`src/rtl/multi_port_occupancy.sv`:
```
// rtl/multi_port_occupancy.sv - multi-port occupancy counter with sticky overflow/underflow flags
//
// Tracks how many of DEPTH entries are in use when up to PUSH_PORTS pushes and
// POP_PORTS pops can be requested in the same cycle. An illegal cycle is
// rejected in full: count holds and the matching sticky error flag is set.
//
// Ports:
//   clk            sole clock, rising edge
//   rst            asynchronous active-high reset
//   push           one request bit per push port
//   pop            one request bit per pop port
//   clear_err      clears both sticky error flags (a new error in the same cycle wins)
//   count          current occupancy
//   free_slots     DEPTH - count
//   empty, almost_empty, valid, almost_full, full   occupancy decodes of count
//   overflow_err, underflow_err                     sticky error flags

module multi_port_occupancy #(
   parameter int  DEPTH      = 8,
   parameter int  PUSH_PORTS = 2,
   parameter int  POP_PORTS  = 2,
   parameter int  AF_MARGIN  = 1,
   parameter int  AE_MARGIN  = 1,
   localparam int CW         = $clog2(DEPTH + 1)
) (
   input  logic                  clk,
   input  logic                  rst,
   input  logic [PUSH_PORTS-1:0] push,
   input  logic [POP_PORTS-1:0]  pop,
   input  logic                  clear_err,
   output logic [CW-1:0]         count,
   output logic [CW-1:0]         free_slots,
   output logic                  empty,
   output logic                  almost_empty,
   output logic                  valid,
   output logic                  almost_full,
   output logic                  full,
   output logic                  overflow_err,
   output logic                  underflow_err
);

   if (DEPTH < 2) begin : g_bad_depth
      $error("multi_port_occupancy: DEPTH must be >= 2");
   end
   if (PUSH_PORTS < 1 || PUSH_PORTS > DEPTH) begin : g_bad_push
      $error("multi_port_occupancy: PUSH_PORTS must be in 1..DEPTH");
   end
   if (POP_PORTS < 1 || POP_PORTS > DEPTH) begin : g_bad_pop
      $error("multi_port_occupancy: POP_PORTS must be in 1..DEPTH");
   end
   if (AF_MARGIN < 1 || AF_MARGIN > DEPTH - 1) begin : g_bad_af
      $error("multi_port_occupancy: AF_MARGIN must be in 1..DEPTH-1");
   end
   if (AE_MARGIN < 1 || AE_MARGIN > DEPTH - 1) begin : g_bad_ae
      $error("multi_port_occupancy: AE_MARGIN must be in 1..DEPTH-1");
   end

   localparam logic [CW-1:0] DEPTH_C = CW'(DEPTH);
   localparam logic [CW:0]   DEPTH_X = (CW + 1)'(DEPTH);
   localparam logic [CW-1:0] AF_TH   = CW'(DEPTH - AF_MARGIN);
   localparam logic [CW-1:0] AE_TH   = CW'(AE_MARGIN);

   logic [CW-1:0] count_q, count_d;
   logic          ovf_q, ovf_d;
   logic          unf_q, unf_d;

   // All legality arithmetic runs one bit wider than count so nothing wraps
   // before the checks.
   logic [CW:0] push_cnt, pop_cnt, cnt_ext, next_ext;
   logic        ovf_now, unf_now;

   always_comb begin
      push_cnt = '0;
      for (int i = 0; i < PUSH_PORTS; i++) begin
         push_cnt = push_cnt + {{CW{1'b0}}, push[i]};
      end
   end

   always_comb begin
      pop_cnt = '0;
      for (int i = 0; i < POP_PORTS; i++) begin
         pop_cnt = pop_cnt + {{CW{1'b0}}, pop[i]};
      end
   end

   always_comb begin
      cnt_ext  = {1'b0, count_q};
      // Pops are funded only by the registered count, never by same-cycle pushes.
      unf_now  = pop_cnt > cnt_ext;
      next_ext = cnt_ext - pop_cnt + push_cnt;
      ovf_now  = !unf_now && (next_ext > DEPTH_X);
      count_d  = (unf_now || ovf_now) ? count_q : next_ext[CW-1:0];
      ovf_d    = ovf_now | (ovf_q & ~clear_err);
      unf_d    = unf_now | (unf_q & ~clear_err);
   end

   always_ff @(posedge clk or posedge rst) begin
      if (rst) begin
         count_q <= '0;
         ovf_q   <= 1'b0;
         unf_q   <= 1'b0;
      end else begin
         count_q <= count_d;
         ovf_q   <= ovf_d;
         unf_q   <= unf_d;
      end
   end

   assign count         = count_q;
   assign free_slots    = DEPTH_C - count_q;
   assign empty         = (count_q == '0);
   assign valid         = ~empty;
   assign full          = (count_q == DEPTH_C);
   assign almost_full   = (count_q >= AF_TH);
   assign almost_empty  = (count_q <= AE_TH);
   assign overflow_err  = ovf_q;
   assign underflow_err = unf_q;

   // Flag every cycle that raises an error outside reset, and check that such
   // a cycle leaves count untouched.
   cover property (@(posedge clk) disable iff (rst) ovf_now);
   cover property (@(posedge clk) disable iff (rst) unf_now);
   assert property (@(posedge clk) disable iff (rst) (ovf_now || unf_now) |=> $stable(count_q));
   assert property (@(posedge clk) disable iff (rst) count_q <= DEPTH_C);

endmodule

```
`config.mk`:
```
export PLATFORM = sky130hd
export DESIGN_NAME = multi_port_occupancy
export DESIGN_NICKNAME = d
export VERILOG_FILES = /design/src/rtl/multi_port_occupancy.sv
export SDC_FILE = /design/constraint.sdc
export NUM_CORES = 1
export LEC_CHECK = 0
export BUFFER_PORTS_ARGS = -buffer_cell sky130_fd_sc_hd__buf_2
export CAP_MARGIN = 20
export CORE_AREA = 2 2 39 41
export CTS_BUF_LIST = sky130_fd_sc_hd__clkbuf_8
export DETAILED_ROUTE_END_ITERATION = 12
export DIE_AREA = 0 0 41 43
export PLACE_DENSITY_LB_ADDON = 0.05
export SETUP_SLACK_MARGIN = 0.2
export SKIP_CTS_REPAIR_TIMING = 1
export SLEW_MARGIN = 15
export SYNTH_ARGS = -nofsm -noshare
export SYNTH_HDL_FRONTEND = slang
export SYNTH_SLANG_ARGS = --single-unit
export TNS_END_PERCENT = 10
```
`constraint.sdc`:
```
create_clock -name clk -period 5 [get_ports clk]
set_input_delay 0.25 -clock clk [delete_from_list [all_inputs] [get_ports clk]]
set_output_delay 0.25 -clock clk [all_outputs]
set_load 0.005 [all_outputs]
```
Yosys cells after proc, flatten, opt, wreduce, memory -nomap -nowiden
Cells that the tools add are included.

Add/subtract/negate cells: 5. $lt $le $gt $ge: 4. Eq/ne operators: 1. Bitwise gates (word level): 6. Reductions and logical operators: 4.

Operator list (number): $add A5 B2 Y5 (1); $gt A5 B4 Y1 const B (1); $sub A4 B2 Y5 (1); $add A1 B1 Y2 (2); $eq A4 B4 Y1 const B (1); $ge A4 B3 Y1 const B (1); $gt A2 B4 Y1 (1); $le A4 B1 Y1 const B (1); $logic_not A4 Y1 (1); $sub A4 B4 Y4 const A (1); $and A1 B1 Y1 (2); $not A1 Y1 (2); $or A1 B1 Y1 (2); $logic_and A1 B1 Y1 (1); $logic_not A1 Y1 (1); $logic_or A1 B1 Y1 (1).

Register bits after elaboration: 6. Input port bits: 7. Output and inout port bits: 15. Word-level logic and storage cells: 23.

Longest topological paths before layout
Gate-level depths: netlist (run 1).

Depth after elaboration: 6. Mapped depth: 9. Gate-level depth less buffers: 9.

Least setup slack after synthesis (run 1)
OpenSTA, ideal clock, no wires.

Path type: input port to flip-flop. Start point: input port pop[0]. End point: register count_q[1] (netlist: count[1]). Arrival time: 2296 ps. Data required time: 4875 ps. Setup slack: 2579 ps. Stages: 9. Buffers on the path: 0. Path through: ha_1 -> ha_1 -> fa_1 -> inv_1 -> ha_1 -> or3_4 -> a21oi_4 -> o2111ai_4 -> mux2_4.

Longest elaborated chain between the ends: 6.

RTL lines: start, declared (line 29) `input logic [POP_PORTS-1:0] pop,`; $add A1 B1 Y2 (*) (line 82) `pop_cnt = pop_cnt + {{CW{1'b0}}, pop[i]};`; $sub A4 B2 Y5 (line 90) `next_ext = cnt_ext - pop_cnt + push_cnt;`; $add A5 B2 Y5 (line 90); $gt A5 B4 Y1 (line 91) `ovf_now = !unf_now && (next_ext > DEPTH_X);`; $logic_and A1 B1 Y1 (line 91); $logic_or A1 B1 Y1 (line 92) `count_d = (unf_now || ovf_now) ? count_q : next_ext[CW-1:0];`; end signal, assigned (line 103) `count_q <= count_d;`; end, declared (line 63) `logic [CW-1:0] count_q, count_d;`.

Every way passes the cells marked *; elsewhere a longest branch is shown, timed or not. A chain may end at the register's enable or synchronous reset.

Worst setup path after layout (run 1)
Start point: register count_q[1] (netlist: count[1]). End point: register count_q[1] (netlist: count[1]).

Longest elaborated chain between the ends: 5.

RTL lines (line): $sub A4 B2 Y5 (90); $add A5 B2 Y5 (90); $gt A5 B4 Y1 (91); $logic_and A1 B1 Y1 (91); $logic_or A1 B1 Y1 (92).

Parallel ways exist; a longest one is shown, timed or not.

==> results of run 1 <==
## layout by cell type (no fill, tap or decap), types with 2 or more instances in the layout
cell type                  instances
sky130_fd_sc_hd__buf_2            21
sky130_fd_sc_hd__inv_1            14
sky130_fd_sc_hd__ha_1             14
sky130_fd_sc_hd__dfrtp_1           6
sky130_fd_sc_hd__xnor2_1           4
sky130_fd_sc_hd__nand2_1           4
sky130_fd_sc_hd__clkbuf_8          3
sky130_fd_sc_hd__nor2b_2           2
sky130_fd_sc_hd__o21ai_0           2
sky130_fd_sc_hd__and2_1            2
sky130_fd_sc_hd__o211ai_1          2
sky130_fd_sc_hd__mux2_4            2
sky130_fd_sc_hd__a41oi_1           2
## per-layer routing
layer / global-route usage / up-vias / part of all wire
met5: 0 / - / 0
met4: 0.0600 / 0 / 0.013
met3: 0.0471 / 2 / 0.043
met2: 0.269 / 16 / 0.47
met1: 0.230 / 239 / 0.47
li1: - / 289 / -
## registers in the layout (all words and copies together) (netlist names)
register,cells
overflow_err,1
underflow_err,1
count,4
## through the flow
| stage | utilization | power, uW | instance area (um2) | setup slack, ns |
|---|---|---|---|---|
| detailed placement | 0.590 | 601 | 817 | 2.37 |
| floorplan | - | 484 | 699 | 2.58 |
| global placement | 0.590 | 594 | 817 | 2.40 |
| finish | 0.627 | 666 | 868 | 2.44 |
| global route | 0.627 | 741 | 868 | 2.29 |
| CTS | 0.620 | 675 | 858 | 2.42 |
## critical path: cells and delay by family (launching register included)
family | cells | cell delay [ns]
XOR/XNOR | 1 | 0.18
multiplexers | 1 | 0.33
AND/OR/NAND/NOR | 1 | 0.41
AO/OA/AOI/OAI | 2 | 0.38
flip-flops | 1 | 0.44
adder cells (fa/ha/maj) | 2 | 0.59
buffers and inverters | 1 | 0.11
## kinds of logic (layout without fill, tap and decap cells)
kind of cell / count (synthesis) / count (layout) / synth area share
adder cells (fa/ha/maj): 15 / 15 / 0.279
buffers and inverters: 15 / 39 / 0.0859
AO/OA/AOI/OAI: 14 / 14 / 0.199
AND/OR/NAND/NOR: 13 / 13 / 0.114
flip-flops: 6 / 6 / 0.215
XOR/XNOR: 4 / 4 / 0.0501
multiplexers: 3 / 3 / 0.0572
## area by class of cell
cell class | instances | share of cell area
Clock buffer | 3 | 0.0476
Inverter | 14 | 0.0605
Multi-Input combinational cell | 49 | 0.563
Sequential cell | 6 | 0.173
Tap cell | 16 | 0.0231
Timing Repair Buffer | 22 | 0.133
## power by group through the flow
stage	Clock [uW]	Combinational [uW]	Sequential, uW
2_1_floorplan	0	384	99.8
3_3_place_gp	0	490	104
3_5_place_dp	0	495	105
4_1_cts	72.7	497	105
5_1_grt	75.6	556	110
6_report	70.7	492	103
## cells in the mapped netlist
| master | count |
|---|---|
| sky130_fd_sc_hd__and2_1 | 2 |
| sky130_fd_sc_hd__nand2b_1 | 1 |
| sky130_fd_sc_hd__inv_1 | 14 |
| sky130_fd_sc_hd__a21oi_4 | 1 |
| sky130_fd_sc_hd__buf_4 | 1 |
| sky130_fd_sc_hd__dfrtp_1 | 6 |
| sky130_fd_sc_hd__o21a_1 | 1 |
| sky130_fd_sc_hd__nor2b_1 | 1 |
| sky130_fd_sc_hd__o211ai_1 | 2 |
| sky130_fd_sc_hd__o21ai_1 | 1 |
| sky130_fd_sc_hd__xnor2_1 | 4 |
| sky130_fd_sc_hd__nor3_1 | 1 |
| sky130_fd_sc_hd__a221oi_2 | 1 |
| sky130_fd_sc_hd__o2111ai_4 | 1 |
| sky130_fd_sc_hd__a21o_1 | 1 |
| sky130_fd_sc_hd__a41oi_1 | 2 |
| sky130_fd_sc_hd__a22o_1 | 1 |
| sky130_fd_sc_hd__nand2_1 | 4 |
| sky130_fd_sc_hd__ha_1 | 14 |
| sky130_fd_sc_hd__o21ai_0 | 2 |
| sky130_fd_sc_hd__o211a_1 | 1 |
| sky130_fd_sc_hd__mux2_4 | 2 |
| sky130_fd_sc_hd__fa_1 | 1 |
| sky130_fd_sc_hd__mux2i_1 | 1 |
| sky130_fd_sc_hd__or3_4 | 1 |
| sky130_fd_sc_hd__nor2b_2 | 2 |
| sky130_fd_sc_hd__or3_1 | 1 |
## worst max-delay path by stage
stage                     slack, ns  startpoint  endpoint  depth (start not counted)
after floorplan                2.58      pop[0]  count[1]                          9
after global placement         2.40      pop[0]  count[2]                         10
after detailed placement       2.37      pop[0]  count[1]                         10
after CTS                      2.42    count[1]  count[1]                          8
after global routing           2.29    count[1]  count[1]                          8
final                          2.44    count[1]  count[1]                          8
==> flow_summary.yaml, run 1 <==
run_status:
  run_status: "finished clean"
final_layout:
  areaGrowthSynthToFinish_pct: 24.2
  num-fill-cells: 125
  multiInputGateArea_um2: 489
  insertedDiodeCount: 0
  final-instance-count-excl-fill: 110
  final-seq-area_um2: 150
  drive_above_1_share: 0.340
  design.final.nets: 118
synth:
  synth_seq_cells: 6
  post-synth-top-area-fraction: 0.250
  postSynthCellCount: 70
  synth_fp_nets: 92
  ys_top_cells_by_area: "sky130_fd_sc_hd__ha_1 (25%), sky130_fd_sc_hd__dfrtp_1 (21%), sky130_fd_sc_hd__inv_1 (7.5%), sky130_fd_sc_hd__xnor2_1 (5.0%), sky130_fd_sc_hd__mux2_4 (4.3%)"
  synth_sequential_area_ratio: 0.215
  synth.cell_area_um2: 699
  syn_avg_cell_area_um2: 9.99
  synth_area_leader: "sky130_fd_sc_hd__ha_1"
  ys_types: 27
  synth_warnings: 0
timing:
  setup-violations-final: 0
  worst_clock_skew_ns: 0.000639
  timing.max_slew.rel_slack: 0.629
  post-route-period-util: 0.513
  final-max-slew-violation-count: 0
  hold_ws_ns: 0.253
  fmaxAchievable_ghz: 0.390
  rsz_0062_raised_after_global_routing: "no"
  timing_worst_slew_pin_value_ns: 0.553
  timing_hold_violations_final: 0
  finalWorstPathRequiredPeriod_ns: 2.56
  total_neg_setup_slack_ns: 0
critical_path:
  cp.arrival_ns: 2.66
  type_of_the_worst_setup_path: "reg -> reg"
  critical_path.max_fanout: 6
  peak_per_stage_delay_on_the_critical_path_ns: 0.44
  crit_required_ns: 5.10
  rr_endpoint: "count[1]"
  setup.worst_path.end_class: "flop"
  cp_slowest_cell: "sky130_fd_sc_hd__dfrtp_1"
  r2r_slack_ns: 2.44
  cp_common_cell: "sky130_fd_sc_hd__ha_1"
  cp_cell_sequence: "inv_1, ha_1, xnor2_1, ha_1, or3_4, a21oi_4, o2111ai_4, mux2_4"
  crit-reg2reg-launch: "count[1]"
  critical_path.startpoint_type: "flop"
  worst-r2r-cell-count: 8
floorplanning:
  ios: 22
  floorplan.initialDensity: 0.505
  die-height_um: 43
  rows: 14
  dieWidth_um: 41
  core_area_um2: 1380
  die_area_um2: 1760
power_and_ir_drop:
  power.ir.vdd_worst_v: 0.000502
  power.sequential.fraction: 0.155
  power.net_switching_uw: 288
  power_per_cell_area_nw_per_um2: 767
  clock_power_share: 0.106
  power_switching_share: 0.432
  share_comb_of_total_power: 0.739
  p_leak_uw: 0.000483
  p_int_uw: 378
placement:
  dp.cells: 106
  port-buffer-count: 21
  dp_hpwl_um: 1050
  place_congestion: 0.745
clock_tree:
  tritoncts: "yes"
  cts_sinks: 6
  cts-buffers-inserted: 3
  worst_skew_pair_later_pin_latency_ns: 0.22
  cts-htree-levels: 1
  clk_path_buf_depth: 2
  cts.clk_slew.worst_paths_ns: 0.03
  cts_root_buf: "sky130_fd_sc_hd__clkbuf_8"
worst_hold_path:
  hold_path_class: "in -> reg"
  hold-path-cell-count: 2
  hold-path-endpoint: "underflow_err"
  hold_path.startpoint: "clear_err"
route:
  detail_route.vias_per_cell: 4.96
  drt-total-wl_um: 1250
  detail_route.wl_per_cell_um: 11.3
  dr.pass1.iters: 3
  total_drc_errors_in_the_routed_layout: 0
  dr_total_vias: 546
  ant_nets: 0
  detail_route.iter0.violations: 6
global_route:
  grt_pass1_wl_um: 2080
  grt_max_degree: 8
  grt_pass1_vias: 486
  antenna_found_initial: 0
  aggregate_global_route_resource_usage: 0.176
  overflow: 0
flow_run:
  drv.max_cap_violation_count: 0
(Power assumes the default switching activity.)
==> run 2: changes to the inputs <==
- CORE_AREA: 2 2 39 41 -> default
- CORE_UTILIZATION: default -> 47
- DIE_AREA: 0 0 41 43 -> default
- clock period: 5 -> 2.3 ns (I/O delays scaled with it)
==> run 2 against run 1 <==
Combinational power increased to 3.1 times the previous value. Flip-flop and latch count is the same. Sequential power is 83% higher. Clock power is 120% higher. Die area is 6.6% lower. Routed wire length grew 26%. Clock skew hardly changed. Critical path type unchanged. Largest cell class unchanged.
==> flow_summary.yaml, run 2 (synthesis gave the netlist of run 1 again) <==
floorplanning:
  rows: 13
  die-height_um: 40.6
  floorplan.initialDensity: 0.518
  die_area_um2: 1650
  ios: 22
  dieWidth_um: 40.6
  core_area_um2: 1350
global_route:
  grt_pass1_wl_um: 2240
  grt_max_degree: 7
  aggregate_global_route_resource_usage: 0.212
  grt_pass1_vias: 524
  overflow: 0
  antenna_found_initial: 0
run_status:
  run_status: "finished clean"
timing:
  hold_ws_ns: 0.0959
  worst_clock_skew_ns: 0.000191
  setup-violations-final: 0
  total_neg_setup_slack_ns: 0
  final-max-slew-violation-count: 0
  timing_worst_slew_pin_value_ns: 0.417
  rsz_0062_raised_after_global_routing: "yes"
  post-route-period-util: 0.977
  timing_hold_violations_final: 0
  fmaxAchievable_ghz: 0.445
  timing.max_slew.rel_slack: 0.721
  finalWorstPathRequiredPeriod_ns: 2.25
critical_path:
  rr_endpoint: "count[2]"
  type_of_the_worst_setup_path: "reg -> reg"
  cp_slowest_cell: "sky130_fd_sc_hd__or3_4"
  crit_required_ns: 2.40
  cp_common_cell: "sky130_fd_sc_hd__ha_4"
  cp_cell_sequence: "inv_2, ha_4, xnor2_4, ha_4, o211a_1, or3_4, o2111ai_4, mux2_4"
  setup.worst_path.end_class: "flop"
  peak_per_stage_delay_on_the_critical_path_ns: 0.42
  r2r_slack_ns: 0.05
  critical_path.startpoint_type: "flop"
  critical_path.max_fanout: 4
  crit-reg2reg-launch: "count[1]"
  worst-r2r-cell-count: 8
  cp.arrival_ns: 2.35
route:
  detail_route.iter0.violations: 9
  dr_total_vias: 609
  detail_route.vias_per_cell: 5.08
  drt-total-wl_um: 1570
  total_drc_errors_in_the_routed_layout: 0
  ant_nets: 0
  detail_route.wl_per_cell_um: 13.1
  dr.pass1.iters: 4
placement:
  dp_hpwl_um: 1220
  port-buffer-count: 21
  dp.cells: 116
  place_congestion: 0.769
final_layout:
  layout.cells.most_common: "sky130_fd_sc_hd__buf_2"
  design.final.nets: 129
  insertedDiodeCount: 0
  areaGrowthSynthToFinish_pct: 50.3
  largest_register_ff_count: 4
  final_cell_mix: "sky130_fd_sc_hd__buf_2 (21), sky130_fd_sc_hd__inv_1 (12), sky130_fd_sc_hd__buf_4 (10)"
  final-instance-count-excl-fill: 120
  drive_above_1_share: 0.533
clock_tree:
  cts_sinks: 6
  tritoncts: "yes"
  cts-htree-levels: 1
  cts.clk_slew.worst_paths_ns: 0.04
  cts_root_buf: "sky130_fd_sc_hd__clkbuf_8"
  clk_path_buf_depth: 2
  worst_skew_pair_later_pin_latency_ns: 0.22
  cts-buffers-inserted: 3
power_and_ir_drop:
  power.net_switching_uw: 752
  power.sequential.fraction: 0.102
  p_leak_uw: 0.000545
  p_int_uw: 1100
  report.power.total_uw: 1850
  power_switching_share: 0.406
  power.ir.vdd_worst_v: 0.00103
  power_per_cell_area_nw_per_um2: 1760
  share_comb_of_total_power: 0.814
  clock_power_share: 0.084
flow_run:
  drv.max_cap_violation_count: 0
worst_hold_path:
  hold-path-cell-count: 2
  hold-path-endpoint: "underflow_err"
  hold_path_class: "in -> reg"
  hold_path.startpoint: "clear_err"
-- run 2: worst max-delay path: cells and delay by family, from the launching register on --
family / cells / cell delay (ns)
DFF: 1 / 0.40
AOI/OAI and AO/OA: 2 / 0.35
muxes: 1 / 0.33
adders and majority gates: 2 / 0.39
and+or+nand+nor: 1 / 0.42
xor gates and xnor gates: 1 / 0.14
buffers and inverters: 1 / 0.10
-- run 2: stage by stage --
step            util  setup WS, ns  cell area (um2)
4_1_cts        0.745        0.0437             1010
6_report       0.778        0.0527             1050
5_1_grt        0.778      -0.00545             1050
3_5_place_dp   0.715       -0.0455              965
2_1_floorplan      -         0.120              766
3_3_place_gp   0.715      0.000640              965
-- run 2: worst max path at each step --
| stage | start | end | slack [ns] | cells past startpoint |
|---|---|---|---|---|
| 6_report | count[1] | count[2] | 0.05 | 8 |
| 5_1_grt | count[1] | count[2] | -0.005 | 8 |
| 4_1_cts | count[1] | count[2] | 0.04 | 8 |
| 3_5_place_dp | pop[0] | count[2] | -0.05 | 10 |
| 3_3_place_gp | pop[0] | count[2] | 0.0006 | 10 |
| 2_1_floorplan | count[1] | count[1] | 0.12 | 8 |
-- run 2: area by class of cell --
cell class	count	area, um2
multi-input cells	49	587
clock buffers	3	41.3
fillers	95	299
inverters	14	52.6
repair buffers	33	201
well taps	15	18.8
flip-flops and latches	6	150
-- run 2: metal layers --
metal  global-route usage  vias to the layer above  routed length (um)  share of wire
met5                    0                        -                   0              0
li1                     -                      308                   -              -
met2                0.333                       22                 750           0.48
met1                0.279                      277                 744           0.47
met3               0.0500                        2                  66          0.042
met4               0.0750                        0                   8         0.0051
-- run 2: power by group through the flow --
stage                     registers (uW)  logic [uW]  clock network [uW]
after global routing                 196        1660                 165
after CTS                            188        1430                 159
final                                188        1510                 156
after global placement               188        1400                   0
after floorplan                      220         931                   0
after detailed placement             189        1430                   0
==> run 3: changes to the inputs <==
- ABC_CLOCK_PERIOD_IN_PS: default -> 2300
- CTS_BUF_LIST: sky130_fd_sc_hd__clkbuf_8 -> sky130_fd_sc_hd__clkbuf_4
==> run 3 against run 2 <==
Clock power shrank 40%. First-iteration DRC count down 22%. Count of clock-buffer cells in the layout stayed put. Fmax hardly changed. Power shrank 3.9%. Register-to-register slack barely moved. Flip-flop and latch count is the same. Routed wire length shrank 6.2%. Non-clock buffer count did not move. Largest power group unchanged.
==> flow_summary.yaml, run 3 (synthesis gave the netlist of run 1 again) <==
critical_path:
  crit-reg2reg-launch: "count[1]"
  r2r_slack_ns: 0.05
  worst-r2r-cell-count: 8
  rr_endpoint: "count[2]"
  setup.worst_path.end_class: "flop"
  crit_required_ns: 2.42
  cp.arrival_ns: 2.37
  type_of_the_worst_setup_path: "reg -> reg"
  critical_path.max_fanout: 4
  critical_path.startpoint_type: "flop"
floorplanning:
  ios: 22
  floorplan.initialDensity: 0.518
  core_area_um2: 1350
  dieWidth_um: 40.6
  die-height_um: 40.6
  rows: 13
  die_area_um2: 1650
global_route:
  overflow: 0
  grt_pass1_vias: 532
  aggregate_global_route_resource_usage: 0.213
  grt_max_degree: 7
  grt_pass1_wl_um: 2240
  antenna_found_initial: 0
timing:
  finalWorstPathRequiredPeriod_ns: 2.25
  post-route-period-util: 0.977
  timing.max_slew.rel_slack: 0.732
  timing_worst_slew_pin_value_ns: 0.400
  hold_ws_ns: 0.0696
  final-max-slew-violation-count: 0
  setup-violations-final: 0
  rsz_0062_raised_after_global_routing: "yes"
  worst_clock_skew_ns: 0.00240
  timing_hold_violations_final: 0
  fmaxAchievable_ghz: 0.445
route:
  detail_route.iter0.violations: 7
  total_drc_errors_in_the_routed_layout: 0
  drt-total-wl_um: 1470
  ant_nets: 0
  dr_total_vias: 609
  dr.pass1.iters: 4
  detail_route.wl_per_cell_um: 12.3
  detail_route.vias_per_cell: 5.08
final_layout:
  fin_util: 0.765
  design.final.nets: 129
  final_cell_mix: "sky130_fd_sc_hd__buf_2 (21), sky130_fd_sc_hd__inv_1 (12), sky130_fd_sc_hd__buf_4 (10)"
  final-instance-count-excl-fill: 120
  largest_register_ff_count: 4
  drive_above_1_share: 0.533
  areaGrowthSynthToFinish_pct: 47.6
  layout.cells.most_common: "sky130_fd_sc_hd__buf_2"
  insertedDiodeCount: 0
clock_tree:
  clk_path_buf_depth: 2
  cts.clk_slew.worst_paths_ns: 0.04
  worst_skew_pair_later_pin_latency_ns: 0.24
  cts_sinks: 6
  cts-htree-levels: 1
  cts_root_buf: "sky130_fd_sc_hd__clkbuf_4"
  cts-buffers-inserted: 3
  tritoncts: "yes"
placement:
  dp.cells: 116
  place_congestion: 0.769
  port-buffer-count: 21
  dp_hpwl_um: 1220
power_and_ir_drop:
  p_leak_uw: 0.000537
  power_per_cell_area_nw_per_um2: 1720
  power.ir.vdd_worst_v: 0.00105
run_status:
  run_status: "finished clean"
flow_run:
  drv.max_cap_violation_count: 0
worst_hold_path:
  hold-path-endpoint: "underflow_err"
  hold-path-cell-count: 2
  hold_path_class: "in -> reg"
  hold_path.startpoint: "clear_err"
run 3: cell count changes in the layout (fill, tap and decap cells not counted):
| cell | change |
|---|---|
| sky130_fd_sc_hd__clkbuf_8 | -3 |
| sky130_fd_sc_hd__clkbuf_4 | +3 |
run 3: power breakdown:
part	leakage, uW	internal (uW)	switching [uW]
sequential	0.0000714	160	27.5
combinational	0.000452	828	671
clock	0.0000138	58.8	34.9
total	0.000537	1050	734
run 3: routing by layer:
layer / vias up / track usage / part of all wire / wire [um]
met3: 0 / 0.0667 / 0.048 / 70
met2: 20 / 0.325 / 0.47 / 685
met4: 0 / 0.0750 / 0 / 0
met1: 279 / 0.279 / 0.49 / 716
li1: 310 / - / - / -
met5: - / 0 / 0 / 0
run 3: cell type report:
cell class / instances / area [um2]
inverter: 14 / 52.6
tap: 15 / 18.8
fill: 102 / 318
multi-input combinational: 49 / 587
timing repair buffer: 33 / 201
sequential: 6 / 150
clock buffer: 3 / 22.5
run 3: worst max-delay path by stage:
| stage | from | end | slack, ns | depth (start not counted) |
|---|---|---|---|---|
| 5_1_grt | count[1] | count[2] | -0.01 | 8 |
| 3_5_place_dp | pop[0] | count[2] | -0.05 | 10 |
| 4_1_cts | count[1] | count[2] | 0.04 | 8 |
| 2_1_floorplan | count[1] | count[1] | 0.12 | 8 |
| 6_report | count[1] | count[2] | 0.05 | 8 |
| 3_3_place_gp | pop[0] | count[2] | 0.0006 | 10 |
run 3: metrics by stage:
step                setup slack [ns]  instance area, um2  TNS, ns  power, uW
floorplan                      0.120                 766        0       1150
global placement            0.000640                 965        0       1590
detailed placement           -0.0455                 965  -0.0892       1620
CTS                           0.0403                 987        0       1720
global route                -0.00972                1030  -0.0185       1970
finish                        0.0521                1030        0       1780
run 3: critical path, cell delays in order, from the launching register on:
cell	delay, ns
sky130_fd_sc_hd__dfrtp_1	0.40
sky130_fd_sc_hd__inv_2	0.10
sky130_fd_sc_hd__ha_4	0.22
sky130_fd_sc_hd__xnor2_4	0.14
sky130_fd_sc_hd__ha_4	0.17
sky130_fd_sc_hd__o211a_1	0.24
sky130_fd_sc_hd__or3_4	0.42
sky130_fd_sc_hd__o2111ai_4	0.10
sky130_fd_sc_hd__mux2_4	0.32
